## config.mk

```make
export PLATFORM = sky130hd
export DESIGN_NAME = traffic_phase_scheduler
export DESIGN_NICKNAME = d
export VERILOG_FILES = /design/src/rtl/traffic_pkg.sv /design/src/rtl/phase_timer.sv /design/src/rtl/traffic_phase_scheduler.sv
export SDC_FILE = /design/constraint.sdc
export NUM_CORES = 1
export LEC_CHECK = 0
export ABC_AREA = 1
export CAP_MARGIN = 20
export CORE_MARGIN = 4
export CORE_UTILIZATION = 45
export DETAILED_ROUTE_END_ITERATION = 8
export PLACE_DENSITY = 0.78
export SLEW_MARGIN = 20
export SYNTH_ARGS = -nofsm -noshare
export SYNTH_HDL_FRONTEND = slang
export SYNTH_HIERARCHICAL = 1
export SYNTH_SLANG_ARGS = --single-unit
```

## constraint.sdc

```tcl
create_clock -name clk -period 1.9 [get_ports clk]
set_input_delay 0.38 -clock clk [delete_from_list [all_inputs] [get_ports clk]]
set_output_delay 0.38 -clock clk [all_outputs]
set_load 0.01 [all_outputs]
```

## src/rtl/traffic_pkg.sv

```systemverilog
// rtl/traffic_pkg.sv - shared phase codes, lamp codes and direction constants
package traffic_pkg;

  typedef enum logic [2:0] {
    A_GRN = 3'd0,
    A_YEL = 3'd1,
    A_RED = 3'd2,
    B_GRN = 3'd3,
    B_YEL = 3'd4,
    B_RED = 3'd5,
    PED   = 3'd6
  } phase_e;

  localparam logic [2:0] LIGHT_GRN = 3'b001;
  localparam logic [2:0] LIGHT_YEL = 3'b010;
  localparam logic [2:0] LIGHT_RED = 3'b100;

  localparam logic DIR_A = 1'b0;
  localparam logic DIR_B = 1'b1;

endpackage

```

## src/rtl/phase_timer.sv

```systemverilog
// rtl/phase_timer.sv - per-phase tick counter, reloads to 1 on state change, saturates
module phase_timer #(
  parameter int CW = 4
) (
  input  logic          clk,
  input  logic          reset,
  input  logic          tick,
  input  logic          load,
  output logic [CW-1:0] count
);

  localparam logic [CW-1:0] ONE = {{(CW-1){1'b0}}, 1'b1};
  localparam logic [CW-1:0] MAX = {CW{1'b1}};

  always_ff @(posedge clk) begin
    if (!reset)
      count <= ONE;
    else if (load)
      count <= ONE;
    else if (tick && count != MAX)
      count <= count + ONE;
  end

endmodule

```

## src/rtl/traffic_phase_scheduler.sv

```systemverilog
// rtl/traffic_phase_scheduler.sv - two-road phase sequencer with rest, early exit, walk and preemption
module traffic_phase_scheduler
  import traffic_pkg::*;
#(
  parameter int CW         = 4,
  parameter int MIN_GREEN  = 4,
  parameter int YEL_LEN    = 3,
  parameter int ALLRED_LEN = 1,
  parameter int PED_LEN    = 6
) (
  input  logic          clk,
  input  logic          reset,
  input  logic          tick,
  input  logic [CW-1:0] green_a_len,
  input  logic [CW-1:0] green_b_len,
  input  logic          req_a,
  input  logic          req_b,
  input  logic          ped_req,
  input  logic          emg_req,
  input  logic          emg_dir,
  output logic [2:0]    LightA,
  output logic [2:0]    LightB,
  output logic          walk,
  output logic [2:0]    phase
);

  localparam logic [CW-1:0] ONE   = {{(CW-1){1'b0}}, 1'b1};
  localparam logic [CW-1:0] MIN_G = CW'(MIN_GREEN);
  localparam logic [CW-1:0] YEL_L = CW'(YEL_LEN);
  localparam logic [CW-1:0] RED_L = CW'(ALLRED_LEN);
  localparam logic [CW-1:0] PED_L = CW'(PED_LEN);

  phase_e        state, next_state;
  logic          ped_pending, last_dir;
  logic [CW-1:0] count, len_a, len_b;
  logic          emg_a, emg_b;
  phase_e        emg_grn;

  phase_timer #(.CW(CW)) u_timer (
    .clk   (clk),
    .reset (reset),
    .tick  (tick),
    .load  (next_state != state),
    .count (count)
  );

  assign len_a   = (green_a_len == '0) ? ONE : green_a_len;
  assign len_b   = (green_b_len == '0) ? ONE : green_b_len;
  assign emg_a   = emg_req && (emg_dir == DIR_A);
  assign emg_b   = emg_req && (emg_dir == DIR_B);
  assign emg_grn = (emg_dir == DIR_B) ? B_GRN : A_GRN;

  always_comb begin
    next_state = state;
    if (tick) begin
      case (state)
        A_GRN: if (emg_b || (!emg_a && ((count >= len_a && (req_b || ped_pending)) ||
                                        (count >= MIN_G && req_b && !req_a))))
                 next_state = A_YEL;
        A_YEL: if (count >= YEL_L) next_state = A_RED;
        A_RED: if (count >= RED_L)
                 next_state = emg_req ? emg_grn : (ped_pending ? PED : B_GRN);
        B_GRN: if (emg_a || (!emg_b && ((count >= len_b && (req_a || ped_pending)) ||
                                        (count >= MIN_G && req_a && !req_b))))
                 next_state = B_YEL;
        B_YEL: if (count >= YEL_L) next_state = B_RED;
        B_RED: if (count >= RED_L)
                 next_state = emg_req ? emg_grn : (ped_pending ? PED : A_GRN);
        PED:   if (count >= PED_L || emg_req)
                 next_state = emg_req ? emg_grn : ((last_dir == DIR_A) ? B_GRN : A_GRN);
        default: next_state = A_GRN;
      endcase
    end
  end

  // A walk request seen on the edge that enters PED is considered served by that walk.
  always_ff @(posedge clk) begin
    if (!reset) begin
      state       <= A_GRN;
      ped_pending <= 1'b0;
      last_dir    <= DIR_B;
    end else begin
      state <= next_state;
      if (next_state == PED && state != PED)
        ped_pending <= 1'b0;
      else if (ped_req && state != PED)
        ped_pending <= 1'b1;
      if (state == A_RED && next_state != A_RED)
        last_dir <= DIR_A;
      else if (state == B_RED && next_state != B_RED)
        last_dir <= DIR_B;
    end
  end

  always_comb begin
    LightA = LIGHT_RED;
    LightB = LIGHT_RED;
    walk   = 1'b0;
    case (state)
      A_GRN: LightA = LIGHT_GRN;
      A_YEL: LightA = LIGHT_YEL;
      B_GRN: LightB = LIGHT_GRN;
      B_YEL: LightB = LIGHT_YEL;
      PED:   walk   = 1'b1;
      default: ;
    endcase
  end

  assign phase = state;

endmodule

```

==> impl_metrics.py, run 1 <==
metrics = {
    "run_status": {
        "status": "finished, violations left",
        "violations": "setup timing",
    },
    "min_path": {
        "hold_start": "last_dir$_SDFFE_PN1P_",
        "hold_class": "flop to flop",
        "whs_path_depth": 4,
        "hold_end": "last_dir$_SDFFE_PN1P_",
    },
    "final_layout": {
        "nNetsFinal": 279,
        "areaGrowthSynthToFinish_pct": 63.60,
        "drive_gt1_share_pct": 39.92,
        "most-common-layout-cells": "59 x nand2_1, 29 x buf_4, 27 x inv_1",
        "ff_latch_area_um2": 196.4,
        "n_fill_cell": 175,
        "diodes": 0,
        "layoutNonFillerInstCount": 281,
        "layout_commonest_cell": "nand2_1",
        "post-route-util_pct": 80.04,
        "multi_input_area_um2": 934.6,
    },
    "detailed_routing": {
        "vias": 1433,
        "drc_errors": 0,
        "first_pass_iters": 4,
        "routed_wl_mm": 3.606,
        "drt-initial-drc-count": 44,
        "ant_nets": 0,
        "routedWlPerCell_um": 12.83,
        "viasPerCell": 5.100,
    },
    "worst_setup_path": {
        "reg2reg_to": "u_timer/count[2]$_SDFFE_PP0P_",
        "required_ns": 2.09,
        "crit_arrival_ns": 2.17,
        "r2r-start": "u_timer/count[2]$_SDFFE_PP0P_",
        "crit_path_end_kind": "flop",
        "crit_type": "primary input to flop",
        "reg2reg_depth": 16,
        "cp_max_fo": 4,
        "worstSetupStartpointType": "primary input",
        "rrSetupSlack_ns": -0.07,
    },
    "run": {
        "cap_viol_max_count": 0,
    },
    "timing": {
        "setup_viol": 5,
        "fin_crit_ns": 1.983,
        "clock_skew_ns": 0.007647,
        "period_share_pct": 104.4,
        "postLayoutSetupSlackWorst_ns": -0.08267,
        "slew_headroom_pct": 84.75,
        "rsz0062_at_grt": "true",
        "worst_pin_slew_ns": 0.2280,
        "final_hold_viol_count": 0,
        "final_max_slew_viol_count": 0,
        "fmax_ghz": 0.5044,
        "whs_ns": 0.5580,
    },
    "global_routing": {
        "antenna_found_initial": 0,
        "grt_pass1_wl_mm": 5.540,
        "grt_max_degree": 7,
        "grt_use_total_pct": 21.04,
        "first_global_vias": 1360,
        "grt-ovfl-total": 0,
    },
    "floorplan": {
        "dieArea_mm2": 0.003334,
        "die_h_um": 57.75,
        "core_region_area_mm2": 0.002276,
        "core.rowCount": 17,
        "pin_count": 26,
        "initial_core_util_pct": 48.93,
        "fp.dieW_um": 57.75,
    },
    "placed_design": {
        "portBuffers": 25,
        "globalplace.congestion": 0.8700,
        "dp.cells": 271,
        "place_ws_ns": -0.8255,
        "dp_hpwl_mm": 2.837,
    },
    "clocking": {
        "h-tree-depth": 1,
        "clock-sinks": 9,
        "cts_hold_buf": 0,
        "ctsLongestPathBuffers": 2,
        "cts_tree": "yes",
        "path_clk_slew_ns": 0.06,
        "insertion_delay_ns": 0.26,
        "root_buffer": "clkbuf_4",
        "numCtsBuffers": 3,
    },
    "logic_synthesis": {
        "synth_cells": 196,
        "synth.distinct_cells": 27,
        "syn_area_per_cell_um2": 5.681,
        "synth_seq_cells": 9,
        "yosys_warnings": 6,
        "syn_area_mm2": 0.001114,
        "synth.yosys.seq_area_share_pct": 16.18,
        "syn-num-nets": 221,
    },
    "power": {
        "vdd_ir_drop_max_mv": 0.5194,
        "p_per_area_mw_per_mm2": 448.0,
        "leakagePower_uw": 0.001003,
        "power_uw": 816.1,
    },
}
[worst max-delay path, stage by stage]
cell	delay, ns
buf_8	0.08
inv_8	0.03
a31o_4	0.23
ha_4	0.15
inv_2	0.05
nand2_2	0.05
nand2_2	0.06
nand2_2	0.05
nand3_2	0.06
nand2_1	0.04
nand2_1	0.07
nand2_1	0.07
nand2_2	0.08
nand3_2	0.09
nand2_4	0.10
o22ai_2	0.06
inv_1	0.05
nand4_1	0.08
nor2_2	0.17
a21boi_2	0.20
[power breakdown]
part           total [µW]  switching, µW  internal [µW]
combinational         441            227            214
sequential            229           25.3            203
clock                 146           68.7           77.6
[sequential cells by signal, summed over array words and instances (netlist names)]
signal         count
u_timer/count      4
ped_pending        1
phase              3
last_dir           1
[area by class of cell]
type | instances | share of cell area (%)
clock buffers | 3 | 1.236
well taps | 28 | 1.923
multi-input cells | 145 | 51.30
inverters | 40 | 9.066
clock inverters | 1 | 0.2747
flip-flops and latches | 9 | 10.78
repair buffers | 55 | 25.41
[layer usage]
| layer | global-route usage (%) | up-vias | part of all wire, % |
|---|---|---|---|
| met5 | 0 | - | 0 |
| met4 | 10.93 | 0 | 2.7 |
| met2 | 37.42 | 39 | 52 |
| met1 | 24.20 | 654 | 42 |
| li1 | - | 727 | - |
| met3 | 2.895 | 13 | 3.2 |
[synthesized netlist by cell type]
cell / count / share of area, %
nor2_2: 2 / 1.1
inv_4: 1 / 0.56
dfxtp_1: 9 / 16
nand3_2: 2 / 1.8
nor3_2: 2 / 1.8
nand3_1: 17 / 7.6
o21ai_0: 2 / 0.90
buf_6: 1 / 1.0
nand4_1: 4 / 2.2
inv_2: 3 / 1.0
nand2_2: 3 / 1.7
inv_1: 36 / 12
a21oi_1: 4 / 1.8
a21boi_2: 1 / 1.0
a31o_2: 2 / 1.6
nor2_1: 20 / 6.7
o21bai_2: 1 / 1.0
nand2_1: 68 / 23
o22ai_1: 1 / 0.56
a21oi_2: 1 / 0.79
a31oi_1: 2 / 1.1
buf_2: 1 / 0.45
or2_2: 1 / 0.56
xor2_1: 1 / 0.79
nor3_4: 1 / 1.5
ha_1: 9 / 10
nand2_4: 1 / 1.0
[timing repair]
item / CTS / global route
pin swaps: 19 / 21
setup endpoints to repair: 16 / 9
buffers inserted: 3 / 3
hold endpoints to repair: 0 / 0
resized for setup: 49 / 28
[how the worst max path moves through the flow]
stage,depth (start not counted),to,start
6_report,20,u_timer/count[2]$_SDFFE_PP0P_,green_b_len[2]
3_3_place_gp,20,u_timer/count[2]$_SDFFE_PP0P_,green_b_len[2]
3_5_place_dp,20,u_timer/count[2]$_SDFFE_PP0P_,green_b_len[2]
5_1_grt,17,u_timer/count[2]$_SDFFE_PP0P_,green_b_len[2]
4_1_cts,16,u_timer/count[2]$_SDFFE_PP0P_,u_timer/count[2]$_SDFFE_PP0P_
2_1_floorplan,16,u_timer/count[2]$_SDFFE_PP0P_,green_b_len[2]
[through the flow]
stage               cell area, µm²  TNS [ns]
floorplan                     1150  -0.08488
global placement              1599    -5.291
detailed placement            1599    -5.800
CTS                           1685   -0.2900
global route                  1822   -0.8326
finish                        1822   -0.1662
[cell families after synthesis]
| family | after synthesis | share of synthesized area, % |
|---|---|---|
| AOI/OAI and AO/OA | 14 | 8.765 |
| xor gates and xnor gates | 1 | 0.7867 |
| adders and majority gates | 9 | 10.11 |
| buffers and inverters | 42 | 15.17 |
| DFF | 9 | 16.18 |
| and+or+nand+nor | 121 | 48.99 |
(Power assumes the default switching activity.)
==> inputs of run 2 (changes only) <==
--- a/config.mk
+++ b/config.mk
@@ -10,6 +10,7 @@
 export CORE_MARGIN = 4
 export CORE_UTILIZATION = 45
 export DETAILED_ROUTE_END_ITERATION = 8
+export HOLD_SLACK_MARGIN = 0.1
 export PLACE_DENSITY = 0.78
 export SLEW_MARGIN = 20
 export SYNTH_ARGS = -nofsm -noshare
==> results of run 2 <==
Same layout as run 1: the final DEF is identical, and so are final timing and power.
